[config.mk]
export PLATFORM = sky130hd
export DESIGN_NAME = wr_recovery_ctrl_flat
export DESIGN_NICKNAME = d
export VERILOG_FILES = /design/src/rtl/wr_recovery_ctrl_pkg.sv /design/src/rtl/wr_recovery_ctrl_if.sv /design/src/rtl/wr_recovery_ctrl.sv /design/src/flat_wrapper.sv
export SDC_FILE = /design/constraint.sdc
export NUM_CORES = 1
export LEC_CHECK = 0
export CAP_MARGIN = 20
export CORE_UTILIZATION = 30
export CTS_BUF_LIST = sky130_fd_sc_hd__clkbuf_8
export CTS_CLUSTER_DIAMETER = 150
export DETAILED_ROUTE_END_ITERATION = 7
export DONT_BUFFER_PORTS = 1
export PLACE_DENSITY_LB_ADDON = 0.2
export SLEW_MARGIN = 25
export SYNTH_ARGS = -nofsm -noshare
export SYNTH_HDL_FRONTEND = slang
export SYNTH_SLANG_ARGS = --single-unit
[constraint.sdc]
create_clock -name clk_i -period 1.86 [get_ports clk_i]
set_clock_uncertainty 0.2 [all_clocks]
set_input_delay 0.465 -clock clk_i [delete_from_list [all_inputs] [get_ports clk_i]]
set_output_delay 0.465 -clock clk_i [all_outputs]
set_load 0.02 [all_outputs]
[src/rtl/wr_recovery_ctrl_pkg.sv]
`default_nettype none
// ============================================================================
// Module      : wr_recovery_ctrl_pkg
// Description : Shared types for the write-path recovery controller.
// Revision    : 1.0 - initial release
// ============================================================================
package wr_recovery_ctrl_pkg;

    typedef enum logic [2:0] {
        IDLE    = 3'd0,
        ISOLATE = 3'd1,
        RESET   = 3'd2,
        FLUSH   = 3'd3,
        RELEASE = 3'd4
    } recovery_state_e;

    typedef enum logic [1:0] {
        CAUSE_NONE      = 2'd0,
        CAUSE_TIMEOUT   = 2'd1,
        CAUSE_RESET_REQ = 2'd2,
        CAUSE_SW        = 2'd3
    } recovery_cause_e;

    // Fixed priority: timeout over reset request over software request.
    function automatic recovery_cause_e f_cause(
        input logic timeout,
        input logic reset_req,
        input logic sw
    );
        if (timeout) begin
            return CAUSE_TIMEOUT;
        end
        if (reset_req) begin
            return CAUSE_RESET_REQ;
        end
        if (sw) begin
            return CAUSE_SW;
        end
        return CAUSE_NONE;
    endfunction

endpackage : wr_recovery_ctrl_pkg
`default_nettype wire

[src/rtl/wr_recovery_ctrl_if.sv]
`default_nettype none
// ============================================================================
// Module      : wr_recovery_ctrl_if
// Description : Trigger, W-channel observation and gating/status bundle.
// Revision    : 1.0 - initial release
// ============================================================================
interface wr_recovery_ctrl_if #(
    parameter int unsigned CNT_WIDTH = 8
);
    logic                 timeout_i;
    logic                 reset_req_i;
    logic                 sw_reset_i;
    logic                 clr_i;
    logic                 w_valid_i;
    logic                 w_ready_i;
    logic                 w_last_i;
    logic                 block_aw_o;
    logic                 block_w_o;
    logic                 slv_rst_no;
    logic                 txn_clear_o;
    logic                 busy_o;
    logic                 done_o;
    logic [1:0]           cause_o;
    logic                 overrun_o;
    logic [CNT_WIDTH-1:0] recovery_cnt_o;

    modport master (
        output timeout_i, reset_req_i, sw_reset_i, clr_i,
        output w_valid_i, w_ready_i, w_last_i,
        input  block_aw_o, block_w_o, slv_rst_no, txn_clear_o,
        input  busy_o, done_o, cause_o, overrun_o, recovery_cnt_o
    );

    modport slave (
        input  timeout_i, reset_req_i, sw_reset_i, clr_i,
        input  w_valid_i, w_ready_i, w_last_i,
        output block_aw_o, block_w_o, slv_rst_no, txn_clear_o,
        output busy_o, done_o, cause_o, overrun_o, recovery_cnt_o
    );

endinterface : wr_recovery_ctrl_if
`default_nettype wire

[src/rtl/wr_recovery_ctrl.sv]
`default_nettype none
// ============================================================================
// Module      : wr_recovery_ctrl
// Description : Isolates, resets and flushes the write path after a fault.
//               WR_RECOVERY_DRAIN_EN lets an open W burst close in ISOLATE.
// Revision    : 1.0 - initial release
// ============================================================================
module wr_recovery_ctrl
    import wr_recovery_ctrl_pkg::*;
#(
    parameter int unsigned RESET_CYCLES = 16,
    parameter int unsigned DRAIN_CYCLES = 64,
    parameter int unsigned CNT_WIDTH    = 8
) (
    input  wire logic          clk_i,
    input  wire logic          rst_ni,
    wr_recovery_ctrl_if.slave  bus
);

    localparam int unsigned c_TMR_MAX = (RESET_CYCLES > DRAIN_CYCLES) ? RESET_CYCLES : DRAIN_CYCLES;
    localparam int unsigned c_TMR_W   = $clog2(c_TMR_MAX + 1);

    localparam logic [c_TMR_W-1:0]   c_RESET_LOAD = c_TMR_W'(RESET_CYCLES - 1);
    localparam logic [c_TMR_W-1:0]   c_TMR_ONE    = c_TMR_W'(1);
    localparam logic [CNT_WIDTH-1:0] c_CNT_MAX    = '1;
    localparam logic [CNT_WIDTH-1:0] c_CNT_ONE    = CNT_WIDTH'(1);

    recovery_state_e        r_state;
    logic [c_TMR_W-1:0]     r_tmr;
    logic                   r_block_aw;
    logic                   r_block_w;
    logic                   r_slv_rst_n;
    logic                   r_txn_clear;
    logic                   r_busy;
    logic                   r_done;
    recovery_cause_e        r_cause;
    logic                   r_overrun;
    logic [CNT_WIDTH-1:0]   r_recovery_cnt;

    logic                   w_trigger;
    recovery_cause_e        w_cause;
    logic                   w_isolate_done;
    logic                   w_isolate_block_w;

    assign w_trigger = bus.timeout_i | bus.reset_req_i | bus.sw_reset_i;
    assign w_cause   = f_cause(bus.timeout_i, bus.reset_req_i, bus.sw_reset_i);

`ifdef WR_RECOVERY_DRAIN_EN
    localparam logic [c_TMR_W-1:0] c_DRAIN_LOAD = c_TMR_W'(DRAIN_CYCLES - 1);

    logic r_burst_open;

    // Tracks the W channel in every state so ISOLATE knows whether a burst is in flight.
    always_ff @(posedge clk_i) begin
        if (!rst_ni) begin
            r_burst_open <= 1'b0;
        end else if (bus.w_valid_i && bus.w_ready_i) begin
            r_burst_open <= !bus.w_last_i;
        end
    end

    assign w_isolate_done    = !r_burst_open || (r_tmr == '0);
    assign w_isolate_block_w = 1'b0;
`else
    localparam logic [c_TMR_W-1:0] c_DRAIN_LOAD = '0;

    logic w_unused_w_chan;
    assign w_unused_w_chan   = &{1'b0, bus.w_valid_i, bus.w_ready_i, bus.w_last_i};
    assign w_isolate_done    = 1'b1;
    assign w_isolate_block_w = 1'b1;
`endif

    always_ff @(posedge clk_i) begin
        if (!rst_ni) begin
            r_state        <= IDLE;
            r_tmr          <= '0;
            r_block_aw     <= 1'b0;
            r_block_w      <= 1'b0;
            r_slv_rst_n    <= 1'b1;
            r_txn_clear    <= 1'b0;
            r_busy         <= 1'b0;
            r_done         <= 1'b0;
            r_cause        <= CAUSE_NONE;
            r_overrun      <= 1'b0;
            r_recovery_cnt <= '0;
        end else begin
            r_txn_clear <= 1'b0;
            r_done      <= 1'b0;

            // A trigger while busy beats a simultaneous clear.
            if (bus.clr_i) begin
                r_overrun <= 1'b0;
            end
            if (w_trigger && (r_state != IDLE)) begin
                r_overrun <= 1'b1;
            end

            unique case (r_state)
                IDLE: begin
                    if (w_trigger) begin
                        r_state    <= ISOLATE;
                        r_cause    <= w_cause;
                        r_busy     <= 1'b1;
                        r_block_aw <= 1'b1;
                        r_block_w  <= w_isolate_block_w;
                        r_tmr      <= c_DRAIN_LOAD;
                    end else if (bus.clr_i) begin
                        r_cause <= CAUSE_NONE;
                    end
                end
                ISOLATE: begin
                    if (w_isolate_done) begin
                        r_state     <= RESET;
                        r_block_w   <= 1'b1;
                        r_slv_rst_n <= 1'b0;
                        r_tmr       <= c_RESET_LOAD;
                    end else begin
                        r_tmr <= r_tmr - c_TMR_ONE;
                    end
                end
                RESET: begin
                    if (r_tmr == '0) begin
                        r_state     <= FLUSH;
                        r_slv_rst_n <= 1'b1;
                        r_txn_clear <= 1'b1;
                    end else begin
                        r_tmr <= r_tmr - c_TMR_ONE;
                    end
                end
                FLUSH: begin
                    r_state <= RELEASE;
                    r_done  <= 1'b1;
                    if (r_recovery_cnt != c_CNT_MAX) begin
                        r_recovery_cnt <= r_recovery_cnt + c_CNT_ONE;
                    end
                end
                RELEASE: begin
                    r_state    <= IDLE;
                    r_busy     <= 1'b0;
                    r_block_aw <= 1'b0;
                    r_block_w  <= 1'b0;
                end
                default: begin
                    r_state <= IDLE;
                end
            endcase
        end
    end

    assign bus.block_aw_o     = r_block_aw;
    assign bus.block_w_o      = r_block_w;
    assign bus.slv_rst_no     = r_slv_rst_n;
    assign bus.txn_clear_o    = r_txn_clear;
    assign bus.busy_o         = r_busy;
    assign bus.done_o         = r_done;
    assign bus.cause_o        = r_cause;
    assign bus.overrun_o      = r_overrun;
    assign bus.recovery_cnt_o = r_recovery_cnt;

endmodule : wr_recovery_ctrl
`default_nettype wire

[src/flat_wrapper.sv]
// flat-port wrapper written by rule: the top's interface ports become plain ports
module wr_recovery_ctrl_flat import wr_recovery_ctrl_pkg::*;
#(
    parameter int unsigned RESET_CYCLES = 16,
    parameter int unsigned DRAIN_CYCLES = 64,
    parameter int unsigned CNT_WIDTH    = 8
)
  (clk_i, rst_ni, bus_timeout_i, bus_reset_req_i, bus_sw_reset_i, bus_clr_i, bus_w_valid_i, bus_w_ready_i, bus_w_last_i, bus_block_aw_o, bus_block_w_o, bus_slv_rst_no, bus_txn_clear_o, bus_busy_o, bus_done_o, bus_cause_o, bus_overrun_o, bus_recovery_cnt_o);
  wr_recovery_ctrl_if #(.CNT_WIDTH(CNT_WIDTH)) bus_i ();
  input  wire logic clk_i;
  input  wire logic rst_ni;
  input wire logic [$bits(bus_i.timeout_i)-1:0] bus_timeout_i;
  input wire logic [$bits(bus_i.reset_req_i)-1:0] bus_reset_req_i;
  input wire logic [$bits(bus_i.sw_reset_i)-1:0] bus_sw_reset_i;
  input wire logic [$bits(bus_i.clr_i)-1:0] bus_clr_i;
  input wire logic [$bits(bus_i.w_valid_i)-1:0] bus_w_valid_i;
  input wire logic [$bits(bus_i.w_ready_i)-1:0] bus_w_ready_i;
  input wire logic [$bits(bus_i.w_last_i)-1:0] bus_w_last_i;
  output wire logic [$bits(bus_i.block_aw_o)-1:0] bus_block_aw_o;
  output wire logic [$bits(bus_i.block_w_o)-1:0] bus_block_w_o;
  output wire logic [$bits(bus_i.slv_rst_no)-1:0] bus_slv_rst_no;
  output wire logic [$bits(bus_i.txn_clear_o)-1:0] bus_txn_clear_o;
  output wire logic [$bits(bus_i.busy_o)-1:0] bus_busy_o;
  output wire logic [$bits(bus_i.done_o)-1:0] bus_done_o;
  output wire logic [$bits(bus_i.cause_o)-1:0] bus_cause_o;
  output wire logic [$bits(bus_i.overrun_o)-1:0] bus_overrun_o;
  output wire logic [$bits(bus_i.recovery_cnt_o)-1:0] bus_recovery_cnt_o;
  assign bus_i.timeout_i = bus_timeout_i;
  assign bus_i.reset_req_i = bus_reset_req_i;
  assign bus_i.sw_reset_i = bus_sw_reset_i;
  assign bus_i.clr_i = bus_clr_i;
  assign bus_i.w_valid_i = bus_w_valid_i;
  assign bus_i.w_ready_i = bus_w_ready_i;
  assign bus_i.w_last_i = bus_w_last_i;
  assign bus_block_aw_o = bus_i.block_aw_o;
  assign bus_block_w_o = bus_i.block_w_o;
  assign bus_slv_rst_no = bus_i.slv_rst_no;
  assign bus_txn_clear_o = bus_i.txn_clear_o;
  assign bus_busy_o = bus_i.busy_o;
  assign bus_done_o = bus_i.done_o;
  assign bus_cause_o = bus_i.cause_o;
  assign bus_overrun_o = bus_i.overrun_o;
  assign bus_recovery_cnt_o = bus_i.recovery_cnt_o;
  wr_recovery_ctrl #(.RESET_CYCLES(RESET_CYCLES), .DRAIN_CYCLES(DRAIN_CYCLES), .CNT_WIDTH(CNT_WIDTH)) u_core (.clk_i(clk_i), .rst_ni(rst_ni), .bus(bus_i));
endmodule
==> results of run 1 <==
## state kept, by name (all words and copies together) (netlist names)
name,cells
u_core.bus.done_o,1
u_core.bus.overrun_o,1
u_core.bus.recovery_cnt_o,8
u_core.bus.txn_clear_o,1
u_core.bus.slv_rst_no,1
u_core.bus.busy_o,1
u_core.r_tmr,7
u_core.bus.block_w_o,1
u_core.bus.cause_o,2
u_core.r_state,3
## kinds of logic after synthesis
| group | synth area share |
|---|---|
| AO/OA/AOI/OAI | 0.218 |
| XOR/XNOR | 0.0279 |
| adder cells (fa/ha/maj) | 0.0199 |
| buffers and inverters | 0.0597 |
| flip-flops | 0.414 |
| multiplexers | 0.0169 |
| AND/OR/NAND/NOR | 0.244 |
## layout make-up
class                   count  area share
flip-flops and latches     26       0.330
repair buffers             28       0.134
well taps                  50      0.0392
clock inverters             1      0.0188
inverters                   3     0.00705
clock buffers               3      0.0259
multi-input cells         108       0.445
## worst paths after layout
kind / startpoint / end / slack, ps / cells after the start
min reg2reg: u_core.r_tmr[6] / u_core.r_tmr[6] / 290 / 1
min: rst_ni / u_core.bus.recovery_cnt_o[4] / 120 / 1
max: u_core.r_tmr[1] / u_core.r_tmr[5] / 50 / 6
max reg2reg: u_core.r_tmr[1] / u_core.r_tmr[5] / 50 / 6
## per-layer routing
layer  share of wire  GRT usage
met2            0.48      0.215
met1            0.47      0.164
met5               0          0
met3           0.042     0.0462
met4          0.0059     0.0319
## cell usage after synthesis (all sizes together) (2+ instances only)
library cell   n
dfxtp         26
nor2          15
o21ai         14
a21oi         13
nand2          9
buf            7
nor3           6
and2           4
nand2b         3
nor3b          3
a211oi         2
a311oi         2
clkbuf         2
ha             2
inv            2
nand3          2
nand4          2
o2111ai        2
o211ai         2
o31ai          2
or3            2
or3b           2
or4            2
xnor2          2
xor2           2
## worst max-delay path, stage by stage, from the launching register on
cell      delay (ps)
dfxtp_2          350
inv_1             60
ha_2             190
nor3b_4          160
a21o_4           230
a211oi_2         210
mux2_4           320
## power groups by stage
stage	sequential, W	clock, W	combinational [W]
floorplan	0.000716	0	0.000348
global placement	0.000730	0	0.000479
detailed placement	0.000732	0	0.000490
CTS	0.000722	0.000489	0.000497
global route	0.000742	0.000510	0.000639
finish	0.000732	0.000468	0.000585
## timing repair
action	in CTS	in global routing
pin swaps	0	3
gates resized for setup	2	13
setup buffers	0	2
setup endpoints to repair	4	6
## through the flow
stage,instances,hold slack [ps],util,instance area (um^2)
6_report,219,115,0.399,1600
3_5_place_dp,213,276,0.364,1460
3_3_place_gp,213,270,0.364,1460
4_1_cts,217,102,0.383,1530
5_1_grt,219,90.9,0.399,1600
2_1_floorplan,146,251,-,1260
==> impl_metrics.toml, run 1 <==
[timing]
fmax_ghz = 0.551
setup_viol = 0
max_slew.worst_pin.slew_ps = 422
rsz0062_at_grt = "yes"
fin_ws_ps = 46.7
slew_viol_final = 0
finalCriticalPeriod_ps = 1810
fin_crit_sh = 0.975
setup_tns_ps = 0
final-hold-violation-count = 0
max_slew_margin = 0.718

[grt]
gr-total-overflow = 0
grt_max_degree = 16
antenna_found_initial = 0
grt_pass1_vias = 999
grtUsageTotal = 0.132
grt_pass1_wl_um = 4440

[synthesis]
synth_cell_types = 45
syn-mean-instance-area_um2 = 8.61
ys_seq_area_frac = 0.414
ys_async_sr_fraction = 0
synth.area.top_cells = "dfxtp_1, o21ai_0, a21oi_1"
yosysTopAreaCellShare = 0.414
ys.flop_type = "dfxtp_1"
ys_ff_latch = 26
syn_nets = 157
synthCells = 146
yosys_warnings = 0
netlist_area_um2 = 1260
yosys.area.top_type = "dfxtp_1"
synth-edff-count = 0

[pwr]
p_seq_frac = 0.410
comb_power_share = 0.328
p_switching_w = 0.000551
leakage_nw = 0.632
switching_share = 0.309
pwr-share-clk = 0.262
p_int_w = 0.00123
p_per_area_nw_per_um2 = 1120
peakVddDrop_mv = 0.477
total_power_w = 0.00178

[die]
die_h_um = 66.7
initial_core_util = 0.314
ios = 26
core_um2 = 4000
chipWidth_um = 66.7
die_area_um2 = 4450
core.rowCount = 23

[place]
dp_slack_ps = -25.2
hpwl_um = 2130
place_congestion = 0.774
portBuffers = 0

[detailed_routing]
via_count = 1139
wl_um = 2870
wl_per_cell_um = 13.1
initialDrtViolationCount = 75
vias_per_cell = 5.20
drc = 0
ant_nets = 0
drtPass1Iterations = 4

[worst_setup_path]
worstPathRequired_ps = 1830
worstPathArrival_ps = 1780
start_kind = "flop"
crit_fanout = 5
critPathKind = "flop to flop"
endpoint_kind = "flop"

[cts]
cts_tree = "done"
clkLatencyLatePin_ps = 270
cts_root_buffer = "clkbuf_8"
cts_buffers = 3
cts_buffer_depth = 2
cts_hold_buf = 0
clock-sinks = 26
clkSlewWorstSetupHoldPaths_ps = 90
ctsHtreeMaxLevel = 1

[finish]
area_growth_pct = 27.0
final_common_cell = "buf_4"
drive_gt1_frac = 0.284
fill_cells = 418
antennaDiodeCount = 0
fin_nets = 181
layout_common_cells = "buf_4, dfxtp_1, nor2_1"
regArea_um2 = 527
multi_input_area_um2 = 711

[flow_run]
maxCapViolations = 0

[status]
status = "finished, final reports clean"

[hold_path]
worstHoldPathType = "input pin to flop"
(Power assumes the default switching activity.)
==> run 2, diff against run 1 <==
GPL_TIMING_DRIVEN = 0   (was unset)
==> run 2 against run 1 <==
  * The run now ends with setup timing left
  * Maximum frequency decreased by 3.5%
  * Global-route usage up 0.67 points
  * Clock power shrank 1%
  * Flip-flop and latch count unchanged
  * Core utilization increased by 2.5 points
  * Routed wire length is 9.4% higher
  * Register-to-register slack worse by 70 ps
  * Worst hold slack better by 66 ps
  * Cell count stayed put
  * Sequential share of layout area shrank 1.0 points
  * Largest cell class unchanged
  * Highest routed layer unchanged
==> impl_metrics.toml, run 2 (synthesis results as in run 1) <==
[status]
status = "finished, violations left"
violations = "setup timing"

[detailed_routing]
via_count = 1149
wl_per_cell_um = 14.4
initialDrtViolationCount = 45
ant_nets = 0
drc = 0
drtPass1Iterations = 4
wl_um = 3140
vias_per_cell = 5.25

[cts]
cts_buffer_depth = 2
cts_tree = "done"
cts_buffers = 3
cts_hold_buf = 0
ctsHtreeMaxLevel = 1
clock-sinks = 26
clkLatencyLatePin_ps = 260
clkSlewWorstSetupHoldPaths_ps = 90
cts_root_buffer = "clkbuf_8"

[pwr]
leakage_nw = 0.637
p_int_w = 0.00126
pwr-share-clk = 0.250
p_seq_frac = 0.393
p_per_area_nw_per_um2 = 1090
p_switching_w = 0.000585
switching_share = 0.317
peakVddDrop_mv = 0.389
comb_power_share = 0.357

[worst_setup_path]
worstPathRequired_ps = 1810
critPathKind = "flop to flop"
start_kind = "flop"
worstPathArrival_ps = 1830
critPathLaunch = "u_core.r_tmr[1]"
endpoint_kind = "flop"
crit_fanout = 3
rr_startpoint = "u_core.r_tmr[1]"

[timing]
fin_ws_ps = -18.7
fmax_ghz = 0.532
setup_viol = 2
setup_tns_ps = -29.6
whs_ps = 181
max_slew.worst_pin.slew_ps = 612
max_slew_margin = 0.589
slew_viol_final = 0
rsz0062_at_grt = "yes"
finalCriticalPeriod_ps = 1880
final-hold-violation-count = 0
fin_crit_sh = 1.01

[finish]
fill_cells = 391
final_common_cell = "buf_4"
area_growth_pct = 34.8
fin_nets = 181
antennaDiodeCount = 0
largest_register_ffs = 8
drive_gt1_frac = 0.355
layout_common_cells = "buf_4, dfxtp_1, nor2_1"

[place]
place_congestion = 0.803
portBuffers = 0
hpwl_um = 1900
dp_slack_ps = -314

[grt]
grtUsageTotal = 0.138
antenna_found_initial = 0
grtUsageMet2 = 0.242
grt_pass1_vias = 1019
gr-total-overflow = 0
grt_pass1_wl_um = 4690
grt_use_met1 = 0.168
gr-usage-met3 = 0.0445
grt.busiest_layer = "met2"
grt_max_degree = 16

[die]
initial_core_util = 0.314
die_area_um2 = 4450
ios = 26
core.rowCount = 23
chipWidth_um = 66.7
core_um2 = 4000
die_h_um = 66.7

[hold_path]
hold_start = "bus_clr_i"
worstHoldPathType = "input pin to flop"

[flow_run]
maxCapViolations = 0
-- run 2: cell count changes in the layout (fill, tap and decap cells not counted), sizes merged --
cell      change
buf           -3
clkbuf        +3
clkinv        -1
clkinvlp      +1
-- run 2: worst max-delay path, stage by stage, from the launching register on --
cell	delay (ps)
dfxtp_2	340
inv_1	50
ha_2	200
nor3b_4	160
a21o_4	250
buf_6	120
a2111oi_4	350
nor3b_2	80
-- run 2: path summary, 6_finish.rpt --
kind                          end  slack (ps)  cells after the start
min reg2reg  u_core.bus.block_w_o         290                      1
max reg2reg       u_core.r_tmr[6]         -20                      7
min          u_core.bus.overrun_o         180                      2
max               u_core.r_tmr[6]         -20                      7
-- run 2: power groups by stage --
stage	clock [W]	sequential, W	combinational [W]
floorplan	0	0.000716	0.000348
global placement	0	0.000731	0.000406
detailed placement	0	0.000732	0.000418
CTS	0.000484	0.000728	0.000485
global route	0.000506	0.000736	0.000713
finish	0.000462	0.000725	0.000658
-- run 2: per-layer routing --
layer / share of wire / up-vias / wire, um
li1: - / 578 / -
met1: 0.44 / 542 / 1400
met2: 0.50 / 25 / 1580
met3: 0.045 / 4 / 142
met4: 0.0076 / 0 / 24
met5: 0 / - / 0
-- run 2: stage by stage --
| stage | power, W | cell area [um^2] | std cells | util |
|---|---|---|---|---|
| after floorplan | 0.00106 | 1260 | 146 | - |
| after global placement | 0.00114 | 1320 | 196 | 0.331 |
| after detailed placement | 0.00115 | 1320 | 196 | 0.331 |
| after CTS | 0.00170 | 1470 | 204 | 0.367 |
| after global routing | 0.00196 | 1700 | 219 | 0.424 |
| final | 0.00185 | 1700 | 219 | 0.424 |
-- run 2: cell type report --
cell class,instances,area (um^2),area share
timing repair buffer,22,190,0.112
inverter,3,15.0,0.00886
buffer,6,48.8,0.0288
sequential,26,542,0.320
multi-input combinational,108,766,0.452
clock inverter,1,30.0,0.0177
clock buffer,3,41.3,0.0244
tap,50,62.6,0.0369
-- run 2: repair_timing --
action                                  4_1_cts  5_1_grt
resized for setup                            12       33
buffers inserted                              5       17
pin swaps                                     3       15
endpoints found under the setup margin       11       15
cloned                                        0        1
